`config.mk`:
```
export PLATFORM = sky130hd
export DESIGN_NAME = aq_gemac_tx_arb
export DESIGN_NICKNAME = d
export VERILOG_FILES = /design/src/rtl/aq_gemac_tx_arb_pkg.sv /design/src/rtl/aq_gemac_rr_arb2.sv /design/src/rtl/aq_gemac_tx_arb.sv
export SDC_FILE = /design/constraint.sdc
export NUM_CORES = 1
export LEC_CHECK = 0
export ABC_AREA = 1
export BUFFER_PORTS_ARGS = -buffer_cell sky130_fd_sc_hd__buf_4
export CAP_MARGIN = 20
export CORE_ASPECT_RATIO = 0.5
export CORE_MARGIN = 2
export CORE_UTILIZATION = 44
export CTS_BUF_LIST = sky130_fd_sc_hd__clkbuf_8
export DETAILED_ROUTE_END_ITERATION = 8
export HOLD_SLACK_MARGIN = 0.15
export PLACE_DENSITY = 0.86
export SLEW_MARGIN = 20
export SYNTH_ARGS = -nofsm -noshare
export SYNTH_HDL_FRONTEND = slang
export SYNTH_SLANG_ARGS = --single-unit
```
`constraint.sdc`:
```
create_clock -name BUFF_CLK -period 3.5 [get_ports BUFF_CLK]
set_input_delay 1.05 -clock BUFF_CLK [delete_from_list [all_inputs] [get_ports BUFF_CLK]]
set_output_delay 1.05 -clock BUFF_CLK [all_outputs]
set_load 0.005 [all_outputs]
```
`src/rtl/aq_gemac_tx_arb_pkg.sv`:
```
// aq_gemac_tx_arb_pkg: arbiter state encodings shared by the TX/RX write-port arbiters,
// plus the frame-admission space check.
package aq_gemac_tx_arb_pkg;

  typedef enum logic [1:0] {
    A_IDLE  = 2'd0,
    A_CHECK = 2'd1,
    A_DATA  = 2'd2,
    A_DRAIN = 2'd3
  } arbState_t;

  localparam int unsigned WORDS_W = 10;

  // One extra bit so words + margin can never wrap past the free-space count.
  function automatic logic spaceOk(input logic [WORDS_W-1:0] space,
                                   input logic [WORDS_W-1:0] words,
                                   input int unsigned        margin);
    logic [WORDS_W:0] need;
    need = {1'b0, words} + (WORDS_W+1)'(margin);
    return ({1'b0, space} >= need);
  endfunction

endpackage

```
`src/rtl/aq_gemac_rr_arb2.sv`:
```
// aq_gemac_rr_arb2: 2-way pick from a VALID pair against the last winner.
// Define AQ_GEMAC_TX_ARB_PRIO_EN for strict REQ0 priority (pointer ignored).
module aq_gemac_rr_arb2
  import aq_gemac_tx_arb_pkg::*;
(
  input  logic valid0,
  input  logic valid1,
  input  logic lastWin,
  output logic anyValid,
  output logic pick
);

  assign anyValid = valid0 | valid1;

`ifdef AQ_GEMAC_TX_ARB_PRIO_EN
  logic unusedLastWin;
  assign unusedLastWin = lastWin;

  always_comb begin
    pick = !valid0;
  end
`else
  always_comb begin
    if (valid0 && valid1) pick = !lastWin;
    else                  pick = valid1;
  end
`endif

endmodule

```
`src/rtl/aq_gemac_tx_arb.sv`:
```
// aq_gemac_tx_arb: admits whole frames from two sources onto the TX-buffer write port,
// with watchdog termination. AQ_GEMAC_TX_ARB_PRIO_EN selects strict REQ0 priority.
module aq_gemac_tx_arb
  import aq_gemac_tx_arb_pkg::*;
#(
  parameter int unsigned SPACE_MARGIN = 2,
  parameter int unsigned TIMEOUT_CYC  = 4096,
  parameter int unsigned TO_W         = 12
)(
  input  logic        BUFF_CLK,
  input  logic        RST,
  input  logic        REQ0_VALID,
  input  logic [9:0]  REQ0_WORDS,
  input  logic        REQ0_WE,
  input  logic        REQ0_END,
  input  logic [31:0] REQ0_DATA,
  input  logic        REQ1_VALID,
  input  logic [9:0]  REQ1_WORDS,
  input  logic        REQ1_WE,
  input  logic        REQ1_END,
  input  logic [31:0] REQ1_DATA,
  output logic        GNT0,
  output logic        GNT1,
  output logic        ACK0,
  output logic        ACK1,
  input  logic        BUFF_READY,
  input  logic        BUFF_FULL,
  input  logic [9:0]  BUFF_SPACE,
  output logic        BUFF_WE,
  output logic        BUFF_START,
  output logic        BUFF_END,
  output logic [31:0] BUFF_DATA,
  output logic        ARB_ERR
);

  arbState_t        state, nextState;
  logic             win, lastWin, started, toPend, sawLow, drainWait;
  logic [TO_W-1:0]  wdog;
  logic             anyValid, pick, selOk;
  logic [9:0]       selWords;
  logic             selWe, selEnd;
  logic [31:0]      selData;

  aq_gemac_rr_arb2 uPick (
    .valid0   (REQ0_VALID),
    .valid1   (REQ1_VALID),
    .lastWin  (lastWin),
    .anyValid (anyValid),
    .pick     (pick)
  );

  // Candidate in A_CHECK is the live pick; the data path follows the latched winner.
  always_comb begin
    selWords = pick ? REQ1_WORDS : REQ0_WORDS;
    selOk    = BUFF_READY && spaceOk(BUFF_SPACE, selWords, SPACE_MARGIN);
    selWe    = win ? REQ1_WE   : REQ0_WE;
    selEnd   = win ? REQ1_END  : REQ0_END;
    selData  = win ? REQ1_DATA : REQ0_DATA;
  end

  always_ff @(posedge BUFF_CLK) begin
    if (RST) state <= A_IDLE;
    else     state <= nextState;
  end

  always_comb begin
    nextState = state;
    case (state)
      A_IDLE:  if (anyValid) nextState = A_CHECK;
      A_CHECK: begin
        if (!anyValid)  nextState = A_IDLE;
        else if (selOk) nextState = A_DATA;
      end
      A_DATA:  if (BUFF_END) nextState = A_DRAIN;
      A_DRAIN: if (BUFF_READY && (sawLow || drainWait)) nextState = A_IDLE;
      default: nextState = A_IDLE;
    endcase
  end

  always_comb begin
    GNT0       = 1'b0;
    GNT1       = 1'b0;
    ACK0       = 1'b0;
    ACK1       = 1'b0;
    BUFF_WE    = 1'b0;
    BUFF_START = 1'b0;
    BUFF_END   = 1'b0;
    BUFF_DATA  = '0;
    ARB_ERR    = 1'b0;
    if (state == A_DATA) begin
      GNT0 = !win;
      GNT1 = win;
      if (toPend) begin
        // Forced terminator: zero word closing the frame; source word is not accepted.
        BUFF_WE    = !BUFF_FULL;
        BUFF_END   = !BUFF_FULL;
        BUFF_START = !BUFF_FULL && !started;
        ARB_ERR    = !BUFF_FULL;
      end else begin
        BUFF_WE    = selWe && !BUFF_FULL;
        BUFF_END   = selEnd && BUFF_WE;
        BUFF_START = BUFF_WE && !started;
        BUFF_DATA  = selData;
        ACK0       = BUFF_WE && !win;
        ACK1       = BUFF_WE && win;
      end
    end
  end

  always_ff @(posedge BUFF_CLK) begin
    if (RST) begin
      win       <= 1'b0;
      lastWin   <= 1'b1;
      started   <= 1'b0;
      toPend    <= 1'b0;
      wdog      <= '0;
      sawLow    <= 1'b0;
      drainWait <= 1'b0;
    end else begin
      case (state)
        A_CHECK: begin
          win       <= pick;
          started   <= 1'b0;
          toPend    <= 1'b0;
          wdog      <= '0;
          sawLow    <= 1'b0;
          drainWait <= 1'b0;
        end
        A_DATA: begin
          if (BUFF_WE)  started <= 1'b1;
          if (BUFF_END) lastWin <= win;
          if (ACK0 || ACK1) begin
            wdog <= '0;
          end else if (!BUFF_FULL && !toPend) begin
            // Terminator is staged one cycle later so the count fits in TO_W bits.
            if (wdog == TO_W'(TIMEOUT_CYC - 1)) toPend <= 1'b1;
            else                                 wdog   <= wdog + TO_W'(1);
          end
        end
        A_DRAIN: begin
          if (!BUFF_READY) sawLow <= 1'b1;
          drainWait <= 1'b1;
        end
        default: ;
      endcase
    end
  end

endmodule
```
==> summary.md <==
| Metric | Value |
|---|---|
| IO Count | 144 |
| CTS Sinks | 20 |
| Buffers and inverters on the worst path | 2 |
| Worst hold start | wdog[10] |
| First-pass GRT wire length | 11500 um |
| Synth area leaders | dfxtp_1 (18%), nor2_1 (15%), ha_1 (9.4%) |
| Setup violators final | 0 |
| Syn nets | 495 |
| Logic pwr share | a little under two thirds |
| Hold Vio Cnt, Final | 0 |
| Max stage delay on crit path | between 200 and 300 ps |
| Lkg Pwr | approximately 1.8 nW |
| Worst-Skew Late Latency | between 200 and 300 ps |
| Slew @ Worst Pin | between 300 and 400 ps |
| Setup tns final | 0 ps |
| Sequential area share after synthesis | 17.7% |
| Number of core rows | 18 |
| Status | complete, no violations |
| Gr ovfl total | 0 |
| CTS buffer count | 3 |
| Crit path max-delay family | simple AND/OR/NAND/NOR gates |
| Routability Congestion | 0.865 |
| Core region area | 4930 um^2 |
| Design internal power | about 0.77 mW |
| Worst Path Required | between 3000 and 4000 ps |
| Yosys warnings | 0 |
| Mapped Avg Cell Area | approximately 6.0 um^2 |
| Critical Path Source | REQ0_VALID |
| Largest net degree at the start of global routing | 31 |
| RSZ-0062 raised after global routing | no |
| Layout cells sized above 1 | ~38% |
| Worst Setup Start Kind | input pin |
| Final Skew | ~4.8 ps |
| DR WL/cell | about 12 um |
| Bufs on Longest Clock Path | 2 |
| Clock-pin slew on the worst setup and hold paths | ~80 ps |
| Die width | between 100 and 150 um |
| Worst path arrival time | between 3000 and 4000 ps |
| Period Utilization, post-route | 91.4% |
| Crit-path slowest cell | ha_1 |
| CP Class | in -> reg |
| First-pass DRT Iterations | 4 |
| Syn-to-layout area delta | 53.2% |
| Hpwl dp | around 5800 um |
| Die area | 5760 um^2 |
| Switching share of power | between 40 and 50% |
| Antenna viol nets, final | 0 |
| Initial Util | approximately 46% |
| Hold Crit Class | reg -> reg |
| Share of the synthesized area in the top cell type | roughly 18% |
| Max VDD drop | 0.227 mV |
| Mapped Cells | roughly 370 |
| Initial antenna violation count | 0 |
| N_diodes | 0 |
| Critical path peak fanout | 9 |
| Reg2reg start | lastWin |
| Area leader, netlist | dfxtp_1 |
| Vias | between 2000 and 3000 |
| Via density per instance | around 4.7 |
| Root buffer cell | clkbuf_8 |
| Mapped Area | between 2000 and 2500 um^2 |
| Critical path's most frequent cell | nand2_1 |
| Cell Chain, Critical Path | buf_4, nand2_2, nand2_4, inv_4, nand2_1, nand2_2, ha_1, nand4_2, nor2_1, nand2_1, nor3_2, xor2_1, ha_1, o21a_1, nand2_1, nand2_1, nand2_1, nand2_2, nand2_2, nand2_1, nand2_1, nor2_1 |
| Inst Count DP | 580 |
| Max-Cap Viols | 0 |
| Post-synthesis cell type count | 33 |
| Vias in the first global route | 2505 |
| Min Clock Period, post-route | 3200 ps |
| Final Power | ~1.4 mW |
| Clock share of power | 16.4% |
| Max Slew Vio Count | 0 |
| IO Port Bufs | 143 |
| Most frequent cells in the layout | buf_4 (148), nor2_1 (90), nand2_1 (54) |
| Initial detailed-routing violation count | between 100 and 150 |
| #FFs+latches synth | 20 |
| # DRC | 0 |
| Net Sw Power | between 0.6 and 0.7 mW |
| Max_slew headroom | between 70 and 80% |
| Crit end category | register |
| Drt total wl | slightly above 7000 um |
| Fmax | ~310 MHz |
| Chip height | between 50 and 60 um |
| GRT Overall Usage | 24.6% |
| # H-tree levels | 1 |
| Leading cell type in the layout, fill and taps excluded | buf_4 |
| Fill cell count | 400 |
| CTS tree | done |
| Power per standard cell area | a little over 400 nW/um^2 |
| Register share of total power | between 20 and 25% |
| Final cell count without fillers | 584 |
| Post-CTS Setup Repair Bufs | 0 |
| Layout Nets | approximately 640 |
==> cells by family after synthesis <==
| logic type | count (synthesis) | share of synthesized area [%] |
|---|---|---|
| fa+ha+maj | 17 | 9.41 |
| flops | 20 | 17.7 |
| buf+inv | 65 | 12.1 |
| simple gates | 200 | 41.9 |
| compound gates | 63 | 15.3 |
| xor+xnor | 9 | 3.49 |
==> timing repair <==
item / in CTS / in global routing
hold buffers: 0 / 0
resized for setup: 0 / 1
setup endpoints to repair: 0 / 1
==> routing by layer <==
layer / part of all wire (%) / up-vias / routed length, um / track usage (%)
met5: 0 / - / 0 / 0
met4: 1.3 / 0 / 93 / 6.00
met3: 6.0 / 10 / 435 / 4.40
met2: 49 / 93 / 3500 / 44.8
met1: 44 / 1181 / 3170 / 31.2
li1: - / 1470 / - / -
==> tightest hold or removal path, stage by stage, from the launching register on <==
cell	delay (ps)
dfxtp_1	300
inv_1	70
a21oi_1	70
==> registers in the layout, summed over array words and instances (netlist names), named ones only <==
name and flops:
wdog 12, win 1, state 1, sawLow 1, started 1, toPend 1
drainWait 1, lastWin 1
==> worst paths after layout <==
kind,cells past startpoint,endpoint,slack [ps]
worst max-delay path,22,state[0],300
worst min-delay path,2,wdog[10],480
worst max register to register,20,state[0],840
worst min register to register,2,wdog[10],480
==> stage by stage <==
stage | utilization, % | setup WS (ps) | hold slack (ps) | instance area, um^2
floorplan | - | 329 | 435 | 2260
global placement | 68.6 | 168 | 458 | 3390
detailed placement | 68.6 | 58.0 | 464 | 3390
CTS | 70.1 | 329 | 479 | 3460
global route | 70.2 | 76.3 | 499 | 3460
finish | 70.2 | 303 | 479 | 3460
==> synthesized netlist by cell type <==
library cell and n:
a21oi_1 15, a21oi_2 1, buf_12 1, buf_4 1
buf_6 1, clkbuf_1 9, dfxtp_1 20, ha_1 17
inv_1 45, inv_2 7, inv_4 1, nand2_1 54
nand2_2 7, nand2_4 6, nand3_1 9, nand3_2 2
nand3b_1 3, nand4_1 7, nand4_2 1, nor2_1 90
nor2_2 3, nor2_4 5, nor3_1 10, nor3_2 2
o211ai_1 1, o21a_1 1, o21ai_0 37, o21ai_1 2
o21ai_2 5, o311ai_0 1, or2_2 1, xnor2_1 2
xor2_1 7
==> area by class of cell <==
class                      count  area [um^2]  area share, %
inverter                      53          201           5.82
sequential                    20          400           11.6
timing repair buffer         148         1110           32.1
multi-input combinational    289         1590           45.9
tap                           70         87.6           2.53
clock buffer                   3         41.3           1.19
clock inverter                 1         30.0          0.867
==> power by group through the flow <==
stage	Combinational, mW	Sequential [mW]	Clock (mW)
2_1_floorplan	0.559	0.271	0
3_3_place_gp	0.852	0.283	0
6_report	0.886	0.280	0.229
5_1_grt	0.990	0.283	0.249
3_5_place_dp	0.862	0.282	0
4_1_cts	0.875	0.278	0.234
(Power assumes the default switching activity.)
